==> src/rtl/btn_step_ctrl_if.sv <==
`default_nettype none
// ============================================================================
// Module      : btn_step_ctrl_if
// Description : Button inputs and chaser control outputs of btn_step_ctrl.
//               The controller side (master) drives step/run/dir/speed and
//               samples the buttons; the board/chaser side (slave) is the
//               mirror image.
// Revision    : 1.0  initial release
// ============================================================================
interface btn_step_ctrl_if;
  logic [3:0] btn;
  logic       step;
  logic       run;
  logic       dir;
  logic [1:0] speed;

  modport master (
    input  btn,
    output step,
    output run,
    output dir,
    output speed
  );

  modport slave (
    output btn,
    input  step,
    input  run,
    input  dir,
    input  speed
  );
endinterface
`default_nettype wire

==> src/rtl/btn_step_ctrl.sv <==
`default_nettype none
// ============================================================================
// Module      : btn_step_ctrl
// Description : Push-button conditioning (sync, debounce, press detect) for
//               the 4-LED chaser, plus run/direction/speed control and the
//               one-cycle step pulse generator.
// Revision    : 1.0  initial release
// ============================================================================
module btn_step_ctrl #(
  parameter int DEBOUNCE_CYCLES = 1_000_000,
  parameter int STEP_BASE       = 50_000_000,
  parameter int CNT_W           = 26
) (
  input  logic              clk,
  input  logic              rst,
  btn_step_ctrl_if.master   bus
);

  localparam int              DB_W    = $clog2(DEBOUNCE_CYCLES);
  localparam logic [DB_W-1:0] DB_LAST = DB_W'(DEBOUNCE_CYCLES - 1);

  logic [3:0]       s1;
  logic [3:0]       s2;
  logic [3:0]       stable;
  logic [3:0]       stable_d;
  logic [3:0]       press;

  logic             run_q;
  logic             dir_q;
  logic [1:0]       speed_q;
  logic             step_q;
  logic [CNT_W-1:0] cnt;

  logic             run_nxt;
  logic             dir_nxt;
  logic [1:0]       speed_nxt;
  logic             speed_chg;
  logic [CNT_W-1:0] term;

  // Two-flop synchroniser for the asynchronous button inputs
  always_ff @(posedge clk or posedge rst) begin
    if (rst) begin
      s1 <= '0;
      s2 <= '0;
    end else begin
      s1 <= bus.btn;
      s2 <= s1;
    end
  end

  // Per-button debounce: a new level must persist for DEBOUNCE_CYCLES cycles;
  // any return to the accepted level restarts the qualification.
  genvar gi;
  generate
    for (gi = 0; gi < 4; gi++) begin : g_btn
      logic [DB_W-1:0] db_cnt;
      logic            stable_bit;

      // Qualification counter and accepted level for this button
      always_ff @(posedge clk or posedge rst) begin
        if (rst) begin
          db_cnt     <= '0;
          stable_bit <= 1'b0;
        end else if (s2[gi] == stable_bit) begin
          db_cnt <= '0;
        end else if (db_cnt == DB_LAST) begin
          stable_bit <= s2[gi];
          db_cnt     <= '0;
        end else begin
          db_cnt <= db_cnt + DB_W'(1);
        end
      end

      assign stable[gi] = stable_bit;
    end
  endgenerate

  // Single-cycle press on each accepted rising level; releases are ignored
  always_ff @(posedge clk or posedge rst) begin
    if (rst) begin
      stable_d <= '0;
      press    <= '0;
    end else begin
      stable_d <= stable;
      press    <= stable & ~stable_d;
    end
  end

  // Next control settings; simultaneous up/down cancel, otherwise saturate
  always_comb begin
    run_nxt   = run_q ^ press[0];
    dir_nxt   = dir_q ^ press[1];
    speed_nxt = speed_q;
    if (press[2] && !press[3] && (speed_q != 2'd3)) begin
      speed_nxt = speed_q + 2'd1;
    end else if (press[3] && !press[2] && (speed_q != 2'd0)) begin
      speed_nxt = speed_q - 2'd1;
    end
    speed_chg = (speed_nxt != speed_q);
  end

  // Terminal count of the step counter for the current speed
  always_comb begin
    term = CNT_W'(STEP_BASE - 1);
    case (speed_q)
      2'd1:    term = CNT_W'((STEP_BASE >> 1) - 1);
      2'd2:    term = CNT_W'((STEP_BASE >> 2) - 1);
      2'd3:    term = CNT_W'((STEP_BASE >> 3) - 1);
      default: term = CNT_W'(STEP_BASE - 1);
    endcase
  end

  // Control register update on press cycles
  always_ff @(posedge clk or posedge rst) begin
    if (rst) begin
      run_q   <= 1'b1;
      dir_q   <= 1'b0;
      speed_q <= 2'd0;
    end else begin
      run_q   <= run_nxt;
      dir_q   <= dir_nxt;
      speed_q <= speed_nxt;
    end
  end

  // Step generator; a speed change restarts the period so the counter never
  // overshoots a smaller terminal count. Uses pre-update run so a pause
  // landing on the terminal count still emits that pulse.
  always_ff @(posedge clk or posedge rst) begin
    if (rst) begin
      cnt    <= '0;
      step_q <= 1'b0;
    end else if (speed_chg) begin
      cnt    <= '0;
      step_q <= 1'b0;
    end else if (run_q) begin
      if (cnt == term) begin
        cnt    <= '0;
        step_q <= 1'b1;
      end else begin
        cnt    <= cnt + CNT_W'(1);
        step_q <= 1'b0;
      end
    end else begin
      step_q <= 1'b0;
    end
  end

  assign bus.step  = step_q;
  assign bus.run   = run_q;
  assign bus.dir   = dir_q;
  assign bus.speed = speed_q;

endmodule
`default_nettype wire

==> src/flat_wrapper.sv <==
// flat-port wrapper written by rule: the top's interface ports become plain ports
module btn_step_ctrl_flat 
#(
  parameter int DEBOUNCE_CYCLES = 1_000_000,
  parameter int STEP_BASE       = 50_000_000,
  parameter int CNT_W           = 26
)
  (clk, rst, bus_btn, bus_step, bus_run, bus_dir, bus_speed);
  btn_step_ctrl_if bus_i ();
  input  logic clk;
  input  logic rst;
  input wire logic [$bits(bus_i.btn)-1:0] bus_btn;
  output wire logic [$bits(bus_i.step)-1:0] bus_step;
  output wire logic [$bits(bus_i.run)-1:0] bus_run;
  output wire logic [$bits(bus_i.dir)-1:0] bus_dir;
  output wire logic [$bits(bus_i.speed)-1:0] bus_speed;
  assign bus_i.btn = bus_btn;
  assign bus_step = bus_i.step;
  assign bus_run = bus_i.run;
  assign bus_dir = bus_i.dir;
  assign bus_speed = bus_i.speed;
  btn_step_ctrl #(.DEBOUNCE_CYCLES(DEBOUNCE_CYCLES), .STEP_BASE(STEP_BASE), .CNT_W(CNT_W)) u_core (.clk(clk), .rst(rst), .bus(bus_i));
endmodule
==> config.mk <==
export PLATFORM = sky130hd
export DESIGN_NAME = btn_step_ctrl_flat
export DESIGN_NICKNAME = d
export VERILOG_FILES = /design/src/rtl/btn_step_ctrl_if.sv /design/src/rtl/btn_step_ctrl.sv /design/src/flat_wrapper.sv
export SDC_FILE = /design/constraint.sdc
export NUM_CORES = 1
export LEC_CHECK = 0
export BUFFER_PORTS_ARGS = -buffer_cell sky130_fd_sc_hd__buf_2
export CAP_MARGIN = 20
export CORE_MARGIN = 2
export CORE_UTILIZATION = 35
export DETAILED_ROUTE_END_ITERATION = 8
export HOLD_SLACK_MARGIN = 0.03
export PLACE_DENSITY = 0.55
export SYNTH_ARGS = -nofsm -noshare
export SYNTH_HDL_FRONTEND = slang
export SYNTH_SLANG_ARGS = --single-unit
==> constraint.sdc <==
create_clock -name clk -period 10 [get_ports clk]
set_input_delay 1 -clock clk [delete_from_list [all_inputs] [get_ports clk]]
set_output_delay 1 -clock clk [all_outputs]
set_load 0.005 [all_outputs]
# ---- Yosys cells after proc, flatten, opt, wreduce, memory -nomap -nowiden
# Index checks and enable logic that the tools add are counted.
dict set report op_classes {
  n_eq_ne 14
  n_bitwise 8
  reduce_logical 12
  addsub 7
  muxes 17
}
# operator n
set ops {}
lappend ops {{20-bit 2-to-1 mux} 8}
lappend ops {{20-bit by 1-bit adder with 20-bit output, second input constant} 4}
lappend ops {{20-bit == test, second input constant} 4}
lappend ops {{26-bit 2-to-1 mux} 3}
lappend ops {{26-bit one-hot mux with 3 select lines} 1}
lappend ops {{26-bit by 1-bit adder with 26-bit output, second input constant} 1}
lappend ops {{26-bit == test} 1}
lappend ops {{2-bit AND reduction} 4}
lappend ops {{4-bit AND} 1}
lappend ops {{1-bit == test} 4}
lappend ops {{2-bit == test, second input constant} 2}
lappend ops {{1-bit logical AND} 4}
lappend ops {{2-bit 2-to-1 mux} 2}
lappend ops {{1-bit NOT} 4}
lappend ops {{4-bit NOT} 1}
lappend ops {{2-bit nonzero test} 2}
lappend ops {{1-bit 2-to-1 mux} 3}
lappend ops {{2-bit by 1-bit adder with 2-bit output, second input constant} 1}
lappend ops {{2-bit by 1-bit == test with 1-bit output, second input constant} 1}
lappend ops {{1-bit zero test} 2}
lappend ops {{2-bit inequality test} 1}
lappend ops {{2-bit inequality test, second input constant} 1}
lappend ops {{2-bit by 1-bit subtractor with 2-bit output, second input constant} 1}
lappend ops {{1-bit XOR} 2}
dict set report totals {
  out_inout_bits 5
  inputBits 6
  ff_bits 131
  elab_cells 75
}

# ---- Logic depth before layout (Yosys ltp)
dict set report depth {
  word_depth 7
  mapped_depth 8
  ltp_nobuf 7
}

# ---- Least setup slack after synthesis
# Ideal clock, no wire load.
dict set report synth_path {
  kind {reg2reg}
  startpoint {register u_core.speed_q[0], in the netlist u_core.bus.speed[0]}
  endpoint {register u_core.cnt[25]}
  arrival_time_ns 2.221
  path_stages_with_launch 7
  setup_slack_ns 7.692
  setup_time_ns 0.087
  path_cell_list {dfrtp_1 > inv_1 > ha_1 > or3b_4 > a311o_1 > or4_4 > a211oi_2}
}
dict set report synth_via {
  elab_chain_cells 6
  word_cells_on_any_way 18
}
# element line_no
set synth_rtl {}
lappend synth_rtl {{start, declared} btn_step_ctrl.sv:30} ;# logic [1:0] speed_q;
lappend synth_rtl {{start signal, assigned} btn_step_ctrl.sv:122} ;# speed_q <= speed_nxt;
lappend synth_rtl {{2-bit == test, or another cell as far along} btn_step_ctrl.sv:105} ;# case (speed_q)
lappend synth_rtl {{26-bit one-hot mux with 3 select lines / 1-bit logical AND (equally long branches)} {btn_step_ctrl.sv:105, btn_step_ctrl.sv:96}}
lappend synth_rtl {{26-bit == test / 2-bit 2-to-1 mux (equally long branches)} {btn_step_ctrl.sv:137, btn_step_ctrl.sv:96}}
lappend synth_rtl {{26-bit 2-to-1 mux / 2-bit 2-to-1 mux (equally long branches)} {btn_step_ctrl.sv:137, btn_step_ctrl.sv:94}}
lappend synth_rtl {{26-bit 2-to-1 mux / 2-bit inequality test (equally long branches)} {btn_step_ctrl.sv:136, btn_step_ctrl.sv:99}}
lappend synth_rtl {{26-bit 2-to-1 mux / 2-bit nonzero test (equally long branches)} --}
lappend synth_rtl {{end signal, assigned} btn_step_ctrl.sv:141} ;# cnt <= cnt + CNT_W'(1);
lappend synth_rtl {{end, declared} btn_step_ctrl.sv:32} ;# logic [CNT_W-1:0] cnt;
# Several ways; a longest one is shown, not always the timed one. The select of a mux whose other input is x is not followed.
# A chain may end at the register's enable or synchronous reset.

# ---- Worst setup path after layout
dict set report layout_path {
  startpoint {register u_core.speed_q[0], in the netlist u_core.bus.speed[0]}
  endpoint {register u_core.cnt[19]}
}
# Same word-level chain as after synthesis.

==> insert_results.sql <==
INSERT INTO impl_metrics (metric_group, metric, value, unit) VALUES
('run_status', 'outcome', 'complete, no violations', ''),
('grt', 'grt.overflow.total', '0', ''),
('clock_tree', 'cts-buffers-inserted', '17', ''),
('clock_tree', 'tritoncts_clock_tree', 'built', ''),
('power_and_ir_drop', 'ir_drop', '0.112', 'mV'),
('synthesis', 'edff_count_synth', '0', ''),
('grt', 'groute.usage.overall', '13.6', '%'),
('synthesis', 'ys.warnings.count', '0', ''),
('placed_design', 'port_buffers', '10', ''),
('detailed_routing', 'number_of_optimization_iterations_in_the_first_detailed_route_pass', '5', ''),
('synthesis', 'post_synth_main_area_contributors', 'sky130_fd_sc_hd__dfrtp_1, sky130_fd_sc_hd__xnor2_1, sky130_fd_sc_hd__xor2_1', ''),
('synthesis', 'yosysSeqAreaShare', '51.4', '%'),
('clock_tree', 'cts_repair_resize_count', '0', ''),
('layout', 'nNetsFinal', '654', ''),
('synthesis', 'yosys.area.top_type_share', '51.0', '%'),
('critical_path', 'cp_data_required_time', '10260', 'ps'),
('synthesis', 'synthesized_flop_and_latch_total', '131', ''),
('placed_design', 'place_hpwl', '7.95', 'mm'),
('worst_hold_path', 'hold_path.class', 'flip-flop to flip-flop', ''),
('detailed_routing', 'detailroute.via_count', '4498', ''),
('synthesis', 'yosysMostFrequentCell', 'sky130_fd_sc_hd__dfrtp_1', ''),
('power_and_ir_drop', 'internal-power', '1080', 'uW'),
('critical_path', 'worst_setup_start_kind', 'flip-flop', ''),
('critical_path', 'cp_max_fo', '13', ''),
('floorplan', 'die-width', '139', 'um'),
('synthesis', 'synth-main-ff-cell', 'sky130_fd_sc_hd__dfrtp_1', ''),
('critical_path', 'rr_endpoint', 'u_core.cnt[19]', ''),
('placed_design', 'dp_cells', '848', ''),
('sta', 'relative_slew_slack', '36.9', '%'),
('sta', 'layout_worst_path_cycle_share', '27.8', '%'),
('sta', 'final_hold_viol_count', '0', ''),
('synthesis', 'dominant_combinational_cell_family_by_area_after_synthesis', 'simple AND/OR/NAND/NOR gates', ''),
('floorplan', 'rows', '49', ''),
('sta', 'clock_skew', '7.85', 'ps'),
('layout', 'fill_cells', '1715', ''),
('grt', 'grt_antenna_before_repair', '0', ''),
('detailed_routing', 'detail_route.iter0.violations', '318', ''),
('synthesis', 'synth_xor_xnor_area_share', '13.7', '%'),
('clock_tree', 'cts-htree-levels', '4', ''),
('critical_path', 'reg2reg_from', 'u_core.bus.speed[0]', ''),
('flow_run', 'max-cap-violations', '0', ''),
('layout', 'post_layout_nonfiller_instances', '881', ''),
('floorplan', 'die_h', '139', 'um'),
('power_and_ir_drop', 'p_switching', '255', 'uW'),
('power_and_ir_drop', 'share_seq_of_total_power', '40.5', '%'),
('synthesis', 'syn_inst', '626', ''),
('clock_tree', 'cts_max_path_buffers', '2', ''),
('sta', 'rsz0062_at_grt', 'false', ''),
('power_and_ir_drop', 'powerDensity', '181', 'mW/mm^2'),
('detailed_routing', 'drcViolationCount', '0', ''),
('clock_tree', 'cts_hold_repair.buffers', '0', ''),
('synthesis', 'post_synth.cell_area_avg', '10.2', 'um^2'),
('synthesis', 'synth_compound_gate_area_share', '3.80', '%'),
('power_and_ir_drop', 'power.share.clock', '57.7', '%'),
('sta', 'setup-tns-final', '0', 'ps'),
('sta', 'setup-violations-final', '0', ''),
('critical_path', 'critical_path.endpoint', 'u_core.cnt[19]', ''),
('synthesis', 'ys_async_sr_fraction', '100', '%'),
('detailed_routing', 'detail_route.wirelength', '12.2', 'mm'),
('synthesis', 'synth_cell_type_count', '57', ''),
('grt', 'grt_pass1_vias', '4544', ''),
('power_and_ir_drop', 'switching_part_of_the_total_power', '19.1', '%'),
('clock_tree', 'worst_skew_pair.late_latency', '420', 'ps'),
('critical_path', 'critical_path_class', 'flip-flop to flip-flop', ''),
('floorplan', 'i_o_pin_count', '11', ''),
('detailed_routing', 'final_antenna_net_count', '0', ''),
('clock_tree', 'cts_root_buf', 'sky130_fd_sc_hd__clkbuf_16', ''),
('synthesis', 'synth_area_in_simple_gates', '26.3', '%'),
('synthesis', 'synth_common_cells', 'sky130_fd_sc_hd__dfrtp_1, sky130_fd_sc_hd__nor2_1, sky130_fd_sc_hd__xnor2_1', ''),
('grt', 'maximum_number_of_pins_on_one_net_before_global_route_repair', '77', ''),
('critical_path', 'sort_of_element_at_the_end_of_the_critical_path', 'flip-flop', '');
worst min path at each step:
| stage | end | slack (ps) | depth (start not counted) |
|---|---|---|---|
| global placement | u_core.s2[0] | 330 | 0 |
| CTS | u_core.s2[3] | 350 | 0 |
| global route | u_core.s2[3] | 350 | 0 |
| finish | u_core.s2[3] | 350 | 0 |
| detailed placement | u_core.s2[3] | 340 | 0 |
| floorplan | u_core.s2[0] | 330 | 0 |
per-layer routing:
layer / up-vias / track usage [%] / share of wire, %
li1: 2211 / - / -
met1: 2212 / 18.0 / 48
met2: 62 / 21.9 / 48
met3: 13 / 3.07 / 2.9
met4: 0 / 5.21 / 1.3
met5: - / 0 / 0
power by group through the flow:
stage          Combinational [uW]  Clock (uW)  Sequential (uW)
6_report                     24.5         770              541
5_1_grt                      29.3         815              541
3_3_place_gp                 25.1           0              550
2_1_floorplan                19.4           0              549
4_1_cts                      26.1         788              540
3_5_place_dp                 25.9           0              550
registers in the layout, indices dropped and copies added (netlist names):
signal                   flops
u_core.g_btn.stable_bit      4
u_core.g_btn.db_cnt         80
u_core.s1                    4
u_core.cnt                  26
u_core.bus.speed             2
u_core.stable_d              4
u_core.s2                    4
u_core.press                 4
u_core.bus.dir               1
u_core.bus.run               1
u_core.bus.step              1
area by class of cell:
type / count / area [um^2] / area share (%)
Clock inverter: 12 / 274 / 3.71
Sequential cell: 131 / 3280 / 44.4
Multi-Input combinational cell: 462 / 2950 / 40.0
Timing Repair Buffer: 12 / 68.8 / 0.932
Tap cell: 229 / 287 / 3.88
Inverter: 15 / 58.8 / 0.796
Clock buffer: 20 / 467 / 6.32
cells in the final DEF (no fill, tap or decap), drive strengths merged, types with 4 or more instances in the layout:
master    n
inv      15
mux2      4
nor2b     5
o21ai     6
or2       4
and4     12
nand3    37
or3       4
nor3b     4
nor4b     5
nor4     10
xor2     49
nand2    38
ha        9
nand4    25
dfrtp   130
nor3     35
bufinv    8
buf      12
xnor2    51
nor2     98
and2      5
and3     18
clkbuf   20
worst max-delay path: stages, from the launching register on:
cell                      delay (ps)
sky130_fd_sc_hd__dfrtp_1         450
sky130_fd_sc_hd__inv_1            90
sky130_fd_sc_hd__ha_1            280
sky130_fd_sc_hd__or3_1           340
sky130_fd_sc_hd__a211o_1         290
sky130_fd_sc_hd__a221o_1         420
sky130_fd_sc_hd__nor4_4          440
sky130_fd_sc_hd__buf_6           240
sky130_fd_sc_hd__nor3_1           70
kinds of logic after synthesis:
family,after synthesis
AOI/OAI and AO/OA,32
xor gates and xnor gates,100
adders and majority gates,9
buffers and inverters,33
DFF,131
muxes,4
and+or+nand+nor,317
through the flow:
stage          util [%]  worst slack (ps)  instance area (um^2)  power, uW  hold slack, ps
3_3_place_gp       37.1              7150                  6640        575             333
3_5_place_dp       37.1              7020                  6640        576             340
4_1_cts            41.2              7020                  7380       1350             354
6_report           41.3              7220                  7390       1340             349
5_1_grt            41.3              7030                  7390       1390             354
2_1_floorplan         -              5500                  6380        568             331
Note: power is estimated with default switching activity, not from simulation.
